<file path="config.mk">
export PLATFORM = sky130hd
export DESIGN_NAME = stage_mem
export DESIGN_NICKNAME = d
export VERILOG_FILES = /design/src/rtl/rvcpu_pkg.sv /design/src/rtl/lsu_align.sv /design/src/rtl/stage_mem.sv
export SDC_FILE = /design/constraint.sdc
export NUM_CORES = 1
export LEC_CHECK = 0
export ABC_AREA = 1
export CAP_MARGIN = 25
export CELL_PAD_IN_SITES_DETAIL_PLACEMENT = 0
export CELL_PAD_IN_SITES_GLOBAL_PLACEMENT = 2
export CORE_ASPECT_RATIO = 0.8
export CORE_MARGIN = 2
export CORE_UTILIZATION = 22
export DETAILED_ROUTE_END_ITERATION = 10
export GPL_ROUTABILITY_DRIVEN = 0
export PLACE_DENSITY_LB_ADDON = 0.08
export SLEW_MARGIN = 0
export SYNTH_ARGS = -nofsm -noshare
export SYNTH_HDL_FRONTEND = slang
export SYNTH_SLANG_ARGS = --single-unit
</file>
<file path="constraint.sdc">
create_clock -name clk -period 3 [get_ports clk]
set_clock_uncertainty 0.1 [all_clocks]
set_input_delay 0.3 -clock clk [delete_from_list [all_inputs] [get_ports clk]]
set_output_delay 0.3 -clock clk [all_outputs]
set_load 0.1 [all_outputs]
</file>
<file path="src/rtl/rvcpu_pkg.sv">
// rvcpu_pkg: shared types for the memory-access pipeline stage.
//   mem_kind_t / mem_size_t / mem_op_t : memory operation encoding
//   stage_ex_mem_t : EX->MEM pipeline register contents
//   stage_mem_t    : MEM->WB pipeline register contents
//   memstate_t     : stage_mem access FSM states
package rvcpu;

    typedef enum logic [1:0] {
        MEM_NONE  = 2'd0,
        MEM_LOAD  = 2'd1,
        MEM_STORE = 2'd2
    } mem_kind_t;

    typedef enum logic [1:0] {
        SIZE_B = 2'd0,
        SIZE_H = 2'd1,
        SIZE_W = 2'd2
    } mem_size_t;

    typedef struct packed {
        mem_kind_t kind;
        mem_size_t size;
        logic      is_unsigned;
    } mem_op_t;

    typedef struct packed {
        logic [31:0] pc;
        logic [31:0] res;         // ALU result; the effective address for loads/stores
        logic [31:0] store_data;
        logic [4:0]  rd;
        logic        rd_valid;
        mem_op_t     mem_op;
    } stage_ex_mem_t;

    typedef struct packed {
        logic [31:0] pc;
        logic [4:0]  rd;
        logic [31:0] rd_data;
        logic        rd_valid;
    } stage_mem_t;

    typedef enum logic [1:0] {
        ST_IDLE = 2'd0,
        ST_REQ  = 2'd1,
        ST_WAIT = 2'd2,
        ST_DONE = 2'd3
    } memstate_t;

    function automatic logic is_mem(input mem_op_t op);
        return (op.kind == MEM_LOAD) || (op.kind == MEM_STORE);
    endfunction

endpackage

</file>
<file path="src/rtl/lsu_align.sv">
// lsu_align: combinational byte-lane logic for the memory stage.
//   op         : memory operation (kind, size, is_unsigned)
//   addr_lo    : low two address bits (byte offset within the word)
//   store_data : register value to be stored
//   rdata      : word read from memory
//   wstrb      : byte enables for a store
//   wdata      : store data replicated onto every lane it may occupy
//   load_data  : load result, aligned down and sign/zero extended
//   misaligned : halfword on an odd address or word not on a 4-byte boundary
module lsu_align
    import rvcpu::*;
(
    input  mem_op_t     op,
    input  logic [1:0]  addr_lo,
    input  logic [31:0] store_data,
    input  logic [31:0] rdata,
    output logic [3:0]  wstrb,
    output logic [31:0] wdata,
    output logic [31:0] load_data,
    output logic        misaligned
);

    logic [31:0] shifted;

    // NOTE: every output gets a default before the case so no path leaves a
    // value unassigned, which would otherwise infer a latch.
    always_comb begin
        wstrb     = '0;
        wdata     = '0;
        load_data = '0;
        shifted   = rdata >> {addr_lo, 3'b000};

        case (op.size)
            SIZE_B: begin
                wstrb     = 4'b0001 << addr_lo;
                wdata     = {4{store_data[7:0]}};
                load_data = op.is_unsigned ? {24'h0, shifted[7:0]}
                                           : {{24{shifted[7]}}, shifted[7:0]};
            end
            SIZE_H: begin
                wstrb     = 4'b0011 << {addr_lo[1], 1'b0};
                wdata     = {2{store_data[15:0]}};
                load_data = op.is_unsigned ? {16'h0, shifted[15:0]}
                                           : {{16{shifted[15]}}, shifted[15:0]};
            end
            SIZE_W: begin
                wstrb     = 4'b1111;
                wdata     = store_data;
                load_data = shifted;
            end
            default: ;
        endcase

        misaligned = is_mem(op) &&
                     (((op.size == SIZE_H) && addr_lo[0]) ||
                      ((op.size == SIZE_W) && (addr_lo != 2'b00)));
    end

endmodule

</file>
<file path="src/rtl/stage_mem.sv">
// stage_mem: memory-access pipeline stage between EX->MEM and MEM->WB.
//   clk, rst                : clock (rising edge), async active-low reset
//   in_valid, in            : live instruction from the EX->MEM register
//   stall                   : downstream will not take `out` this cycle
//   dmem_req_valid/ready    : request handshake to data memory
//   dmem_addr/we/wstrb/wdata: word address, write flag, byte enables, data
//   dmem_rvalid, dmem_rdata : read response / write acknowledge
//   stallreq_mem            : stage busy with an access
//   out_valid, out          : result towards MEM->WB
//   misaligned              : misaligned access flag
// Non-memory ops pass straight through; loads/stores run one request at a
// time through IDLE -> (REQ) -> WAIT -> DONE.
module stage_mem
    import rvcpu::*;
#(
    parameter int Width = 32
) (
    input  logic             clk,
    input  logic             rst,
    input  logic             in_valid,
    input  stage_ex_mem_t    in,
    input  logic             stall,
    output logic             dmem_req_valid,
    input  logic             dmem_req_ready,
    output logic [Width-1:0] dmem_addr,
    output logic             dmem_we,
    output logic [3:0]       dmem_wstrb,
    output logic [Width-1:0] dmem_wdata,
    input  logic             dmem_rvalid,
    input  logic [Width-1:0] dmem_rdata,
    output logic             stallreq_mem,
    output logic             out_valid,
    output stage_mem_t       out,
    output logic             misaligned
);

    memstate_t        state;
    stage_ex_mem_t    req_q;     // operation captured when the access starts
    logic [Width-1:0] rdata_q;

    stage_ex_mem_t cur;
    logic [3:0]    lsu_wstrb;
    logic [31:0]   lsu_wdata;
    logic [31:0]   lsu_load;
    logic          lsu_mis;
    logic          start;

    // In IDLE the live input drives the lane logic; afterwards the captured
    // copy does, so request fields stay stable and the load result can be
    // extracted in DONE even after the EX->MEM register has moved on.
    assign cur = (state == ST_IDLE) ? in : req_q;

    lsu_align u_lsu_align (
        .op         (cur.mem_op),
        .addr_lo    (cur.res[1:0]),
        .store_data (cur.store_data),
        .rdata      (rdata_q),
        .wstrb      (lsu_wstrb),
        .wdata      (lsu_wdata),
        .load_data  (lsu_load),
        .misaligned (lsu_mis)
    );

    assign start = (state == ST_IDLE) && in_valid && is_mem(in.mem_op) && !lsu_mis;

    // NOTE: state registers use non-blocking assignments so every flop samples
    // the pre-edge values, independent of statement order.
    always_ff @(posedge clk or negedge rst) begin
        if (!rst) begin
            state   <= ST_IDLE;
            req_q   <= '0;
            rdata_q <= '0;
        end else begin
            case (state)
                ST_IDLE: if (start) begin
                    req_q <= in;
                    state <= dmem_req_ready ? ST_WAIT : ST_REQ;
                end
                ST_REQ:  if (dmem_req_ready) state <= ST_WAIT;
                ST_WAIT: if (dmem_rvalid) begin
                    rdata_q <= dmem_rdata;
                    state   <= ST_DONE;
                end
                ST_DONE: if (!stall) state <= ST_IDLE;
                default: state <= ST_IDLE;
            endcase
        end
    end

    always_comb begin
        dmem_req_valid = 1'b0;
        dmem_addr      = '0;
        dmem_we        = 1'b0;
        dmem_wstrb     = '0;
        dmem_wdata     = '0;
        stallreq_mem   = 1'b0;
        out_valid      = 1'b0;
        out            = '0;
        misaligned     = 1'b0;

        // Outputs are forced low while reset is held, including the
        // combinational IDLE paths that would otherwise follow `in`.
        if (rst) begin
            if (start || (state == ST_REQ)) begin
                dmem_req_valid = 1'b1;
                stallreq_mem   = 1'b1;
                dmem_addr      = {cur.res[31:2], 2'b00};
                dmem_we        = (cur.mem_op.kind == MEM_STORE);
                dmem_wstrb     = dmem_we ? lsu_wstrb : 4'b0000;
                dmem_wdata     = dmem_we ? lsu_wdata : '0;
            end

            case (state)
                ST_IDLE: if (in_valid && !start) begin
                    // Non-memory op or misaligned access: answered this cycle.
                    out_valid    = 1'b1;
                    out.pc       = in.pc;
                    out.rd       = in.rd;
                    misaligned   = lsu_mis;
                    if (!lsu_mis) begin
                        out.rd_data  = in.res;
                        out.rd_valid = in.rd_valid;
                    end
                end
                ST_WAIT: stallreq_mem = 1'b1;
                ST_DONE: begin
                    out_valid = 1'b1;
                    out.pc    = req_q.pc;
                    out.rd    = req_q.rd;
                    if (req_q.mem_op.kind == MEM_LOAD) begin
                        out.rd_data  = lsu_load;
                        out.rd_valid = req_q.rd_valid;
                    end
                end
                default: ;
            endcase
        end
    end

endmodule
</file>
Yosys cells after proc, flatten, opt, wreduce, memory -nomap -nowiden:

Cells that the tools add are included.

* input port bits: 145
* word-level logic and storage cells: 83
* bits in latches: 0
* ROM bits: 0
* flip-flop bits (word level): 141
* bits in writable memories: 0
* output and inout port bits: 143
* memories: 0

* divide/modulo/power cells: 0
* bitwise gates (word level): 0
* magnitude comparators: 0
* shifts and indexed selects: 3
* add/sub/neg operators: 0
* equal/unequal tests: 14
* multiplexer cells: 37
* $mul: 0
* reduce and logical (&&, ||, !) cells: 19

Operators by type and width (count)
* $mux 32: 7
* $pmux 32 s3: 2
* $mux 70: 2
* $pmux 70 s2: 1
* $mux 75: 1
* $mux 33: 2
* $shr 32x5->32: 1
* $mux 4: 3
* $pmux 4 s3: 1
* $mux 1: 11
* $eq 2x1->1 const B: 5
* $eq 2x2->1 const B: 5
* $mux 2: 5
* $ne 2x2->1 const B: 4
* $pmux 2 s4: 1
* $logic_and 1x1->1: 7
* $logic_not 2->1: 2
* $logic_or 1x1->1: 4
* $reduce_and 2->1: 2
* $reduce_and 4->1: 1
* $shl 1x2->4 const A: 1
* $shl 2x2->4 const A: 1
* $logic_not 1->1: 2
* $pmux 1 s2: 1
* $reduce_bool 2->1: 1

Longest topological paths before layout:

* depth in word-level cells: 13
* depth in mapped cells: 17
* depth with buffers taken out: 13

Hierarchy:

From an unflattened synthesis, not the netlist that was laid out.

* cell total of the unflattened synthesis: 1453
* area total of the unflattened synthesis: 9584.2 µm²

By module, submodules not included
* stage_mem: times used 1, sequential area each 3528.4 µm², area an instance 8331.7 µm², cells each 1191
* lsu_align: times used 1, sequential area each 0.0 µm², area an instance 1252.5 µm², cells each 262

Worst setup path before layout:

Ideal clock, no wire load.

* kind: reg2out
* from: register state[0]
* to: output dmem_wdata[24]
* required time: 2.600 ns
* buffers on the path: 5
* cell stages (with the launch flop): 16
* setup slack: -1.719 ns
* arrival time: 4.319 ns
* cell sequence: dfrtp_1 -> inv_1 -> ha_1 -> buf_4 -> buf_6 -> buf_2 -> clkbuf_1 -> o21ai_0 -> ha_1 -> inv_1 -> nand3_4 -> nand2_4 -> nand2_2 -> nand2_2 -> buf_2 -> nor3_1

* word-level cells in the longest chain between the ends: 11
* elaborated cells between the ends (all ways): 23
* classes of those cells: eq/ne (5); mux (5); reduce/logical (13)

RTL lines
* from (decl): line stage_mem.sv:37 `memstate_t state;`
* from (signal assigned): line stage_mem.sv:77 `state <= dmem_req_ready ? ST_WAIT : ST_REQ;`
* $logic_not 2->1: line stage_mem.sv:51, stage_mem.sv:64
* $mux 75: line stage_mem.sv:51 `assign cur = (state == ST_IDLE) ? in : req_q;`
* $eq 2x1->1 (tied with other cells): line lsu_align.sv:33, lsu_align.sv:55
* $logic_and 1x1->1, on equally long branches: line lsu_align.sv:55, lsu_align.sv:56
* $logic_or 1x1->1: line lsu_align.sv:55 `(((op.size == SIZE_H) && addr_lo[0]) ||`
* $logic_and 1x1->1: line lsu_align.sv:54 `misaligned = is_mem(op) &&`
* $logic_not 1->1
* $logic_and 1x1->1: line stage_mem.sv:64 `assign start = (state == ST_IDLE) && in_valid && is_mem(in.mem_op) && !lsu_mis;`
* $logic_or 1x1->1: line stage_mem.sv:104 `if (start || (state == ST_REQ)) begin`
* $mux 32 (*): line stage_mem.sv:104
* $mux 32 (*): line stage_mem.sv:103 `if (rst) begin`
* to (decl): line stage_mem.sv:28 `output logic [Width-1:0] dmem_wdata,`

Mark *: on every way between the ends. The rest lies on a longest branch, timed or not.

==> summary.md <==
| Metric | Value |
|---|---|
| Antenna violations before repair | 3 |
| Multi-input logic area | around 0.007 mm² |
| Unrepaired setup endpoints after global routing | true |
| Syn Area/Cell | between 6 and 7 µm² |
| Ant diodes | 0 |
| Yosys cell types | 39 |
| Drt wl/cell | between 20 and 25 µm |
| Chip height | approximately 190 µm |
| Grt total ovfl | 0 |
| Fmax | between 300 and 400 MHz |
| Residual DRC | 0 |
| Tightest Hold Check Type | in2async |
| Largest net degree at the start of global routing | 54 |
| Seq/Total Area, Yosys | 0.387 |
| Largest cells by area after synthesis | dfrtp_1, nand2_1, a21oi_1 |
| Initial Util | 0.224 |
| Placed insts | between 2000 and 2500 |
| Crit. End Element | output port |
| Area leader, netlist | dfrtp_1 |
| FF/Latch Area | roughly 0.0035 mm² |
| Clk sinks | between 100 and 150 |
| IO Count | roughly 290 |
| Failing checks | negative setup slack |
| Finish-stage setup viols | around 130 |
| Final Max Slew Viols | 0 |
| FILL cells | a little over 4000 |
| Final wirelength | around 45 mm |
| Maximum vdd ir drop | between 0.0005 and 0.0006 V |
| Crit. Startpoint | state[1] |
| CP Class | reg2out |
| 1st-iter DRT viols | about 620 |
| Period utilisation layout | 1.06 |
| Status | complete, but fails checks |
| Fin crit period | 3.18 ns |
| Root buf cell | clkbuf_16 |
| Slowest CP cell | dfrtp_1 |
| Worst-skew pair later-pin latency | roughly 0.44 ns |
| Top FF cell, synth | dfrtp_1 |
| Vias in the first global route | between 10000 and 15000 |
| Placeable Area | between 0.04 and 0.05 mm² |
| Die Wd | between 200 and 250 µm |
| Final hold viol count | 0 |
| Core Util, Final | 0.438 |
| EDFF count, synth | 0 |
| Clk buf depth | 2 |
| Num CTS Buffers | 17 |
| Ys async rst share | 1.00 |
| First-pass DRT Iterations | 5 |
| Actual slew at the worst max-slew pin | about 0.86 ns |
| Power Total | between 0.015 and 0.02 W |
| Cell family with most CP delay | buffers and inverters |
| Area Overhead vs Synth | 96.1% |
| Synth Warn # | 0 |
| P_leak | 7.61 nW |
| CTS clk-pin slew, worst paths | 0.07 ns |
| Total track usage | 0.209 |
| Via-to-Cell Ratio | about 4.6 |
| Share of post-route cells with drive strength above 1 | 0.358 |
| Gate Count Post-Synth | approximately 1400 |
| Mapped Area | slightly above 0.009 mm² |
| CP cell instances | inv_2 > ha_4 > buf_8 > o21ai_2 > ha_1 > inv_2 > nand3_4 > nand2_8 > buf_12 > clkbuf_16 > nand3_2 > a21oi_4 > buf_12 |
| Cell Rows | 66 |
| Yosys reg bits | around 140 |
| Die ar. | around 0.043 mm² |
| Max_slew headroom | 0.422 |
| Routed Antenna Nets | 0 |
| CP arrival | between 2 and 3 ns |
| Crit path required time | between 2 and 3 ns |
| Worst-path fanout max | 7 |
| Max-cap viol count | 0 |
| Global-route wire length before repair | 67.2 mm |
| Nets | approximately 1800 |
| CTS tree | built |
| Critical R2R Launch | state[1] |
| Place WS | -0.00379 ns |
| Reg2Reg Depth | 15 |
| Vias | about 10000 |
| Slowest stage delay, CP | 0.39 ns |
| Post-synth top area share | 0.387 |
| Layout Cells excl Fill | 2244 |
| Htree depth | 4 |
| Final worst setup slack | -0.178 ns |
| Power per cell area | between 1000 and 1500 mW/mm² |
| WP depth | 13 |
| Port Buffers | 285 |
| Hpwl dp | ~31 mm |
| WHS | between 0.1 and 0.15 ns |
| WP buf/inv | 6 |
| CP Launch Type | flop |
==> power breakdown <==
group | switching, W | internal (W) | total, W
clock | 0.00101 | 0.00111 | 0.00212
combinational | 0.00884 | 0.00513 | 0.0140
sequential | 0.000486 | 0.00279 | 0.00327
total | 0.0103 | 0.00902 | 0.0194
==> placed cells by master, fill, tap and decap left out, drive strengths merged, types with 17 or more instances in the layout <==
cell type      count
nand2            497
buf              254
clkdlybuf4s50    143
dfrtp            141
a21oi            141
inv              110
nand3             90
nor2              85
o21ai             68
nor3              38
nand4             32
clkbuf            23
mux2              17
==> registers in the layout, indices dropped and copies added (netlist names) <==
register and count:
state 2, req_q 107, rdata_q 32
==> cell usage after synthesis (3+ instances only) <==
cell and number:
a21oi_1 141, buf_1 6, buf_2 44, buf_4 8
buf_6 3, clkbuf_1 46, dfrtp_1 141, ha_1 5
inv_1 97, inv_2 4, mux2_2 17, nand2_1 487
nand2_2 6, nand2_4 4, nand3_1 89, nand4_1 32
nor2_1 84, nor3_1 38, o21a_1 12, o21ai_0 49
o21ai_1 18, o22ai_1 8, or2_2 11
==> cell families after synthesis <==
group / Yosys count / synth area share
fa+ha+maj: 5 / 0.00686
xor+xnor: 1 / 0.000960
simple gates: 756 / 0.349
compound gates: 237 / 0.137
buf+inv: 210 / 0.0985
other cells: 1 / 0.000411
mux: 17 / 0.0210
flops: 141 / 0.387
==> path summary, 6_finish.rpt <==
path	to	slack (ns)
max	out[53]	-0.18
min	req_q[1]	0.14
max reg2reg	req_q[75]	0.26
min reg2reg	req_q[35]	0.38
max in group asynchronous	req_q[57]	1.66
min in group clk	req_q[58]	0.31
==> routing by layer <==
metal  global-route usage  part of all wire  vias up
li1                     -                 -     5051
met1                0.298              0.47     5046
met2                0.323              0.46      210
met3               0.0435             0.048       42
met4               0.0510             0.017        6
met5                    0           0.00091        -
==> repair_timing <==
action / in CTS / in global routing
gates cloned: 10 / 5
hold buffers: 1 / 0
resized for setup: 145 / 85
endpoints found under the hold margin: 3 / 0
buffers inserted: 37 / 17
pin swaps: 47 / 75
endpoints found under the setup margin: 141 / 186
==> layout make-up <==
type                    instances  area share
inverters                     103      0.0231
clock inverters                14     0.00672
well taps                     544      0.0381
clock buffers                  18      0.0246
multi-input cells            1018       0.381
flip-flops and latches        141       0.197
repair buffers                406       0.329
==> metrics by stage <==
stage | TNS [ns] | cell area, µm²
global route | -27.95 | 17900
CTS | -14.47 | 17300
global placement | -0.00187 | 15700
detailed placement | -0.00379 | 15700
floorplan | -16.27 | 10600
finish | -12.52 | 17900
No activity file was read; power rests on OpenSTA's default activity.
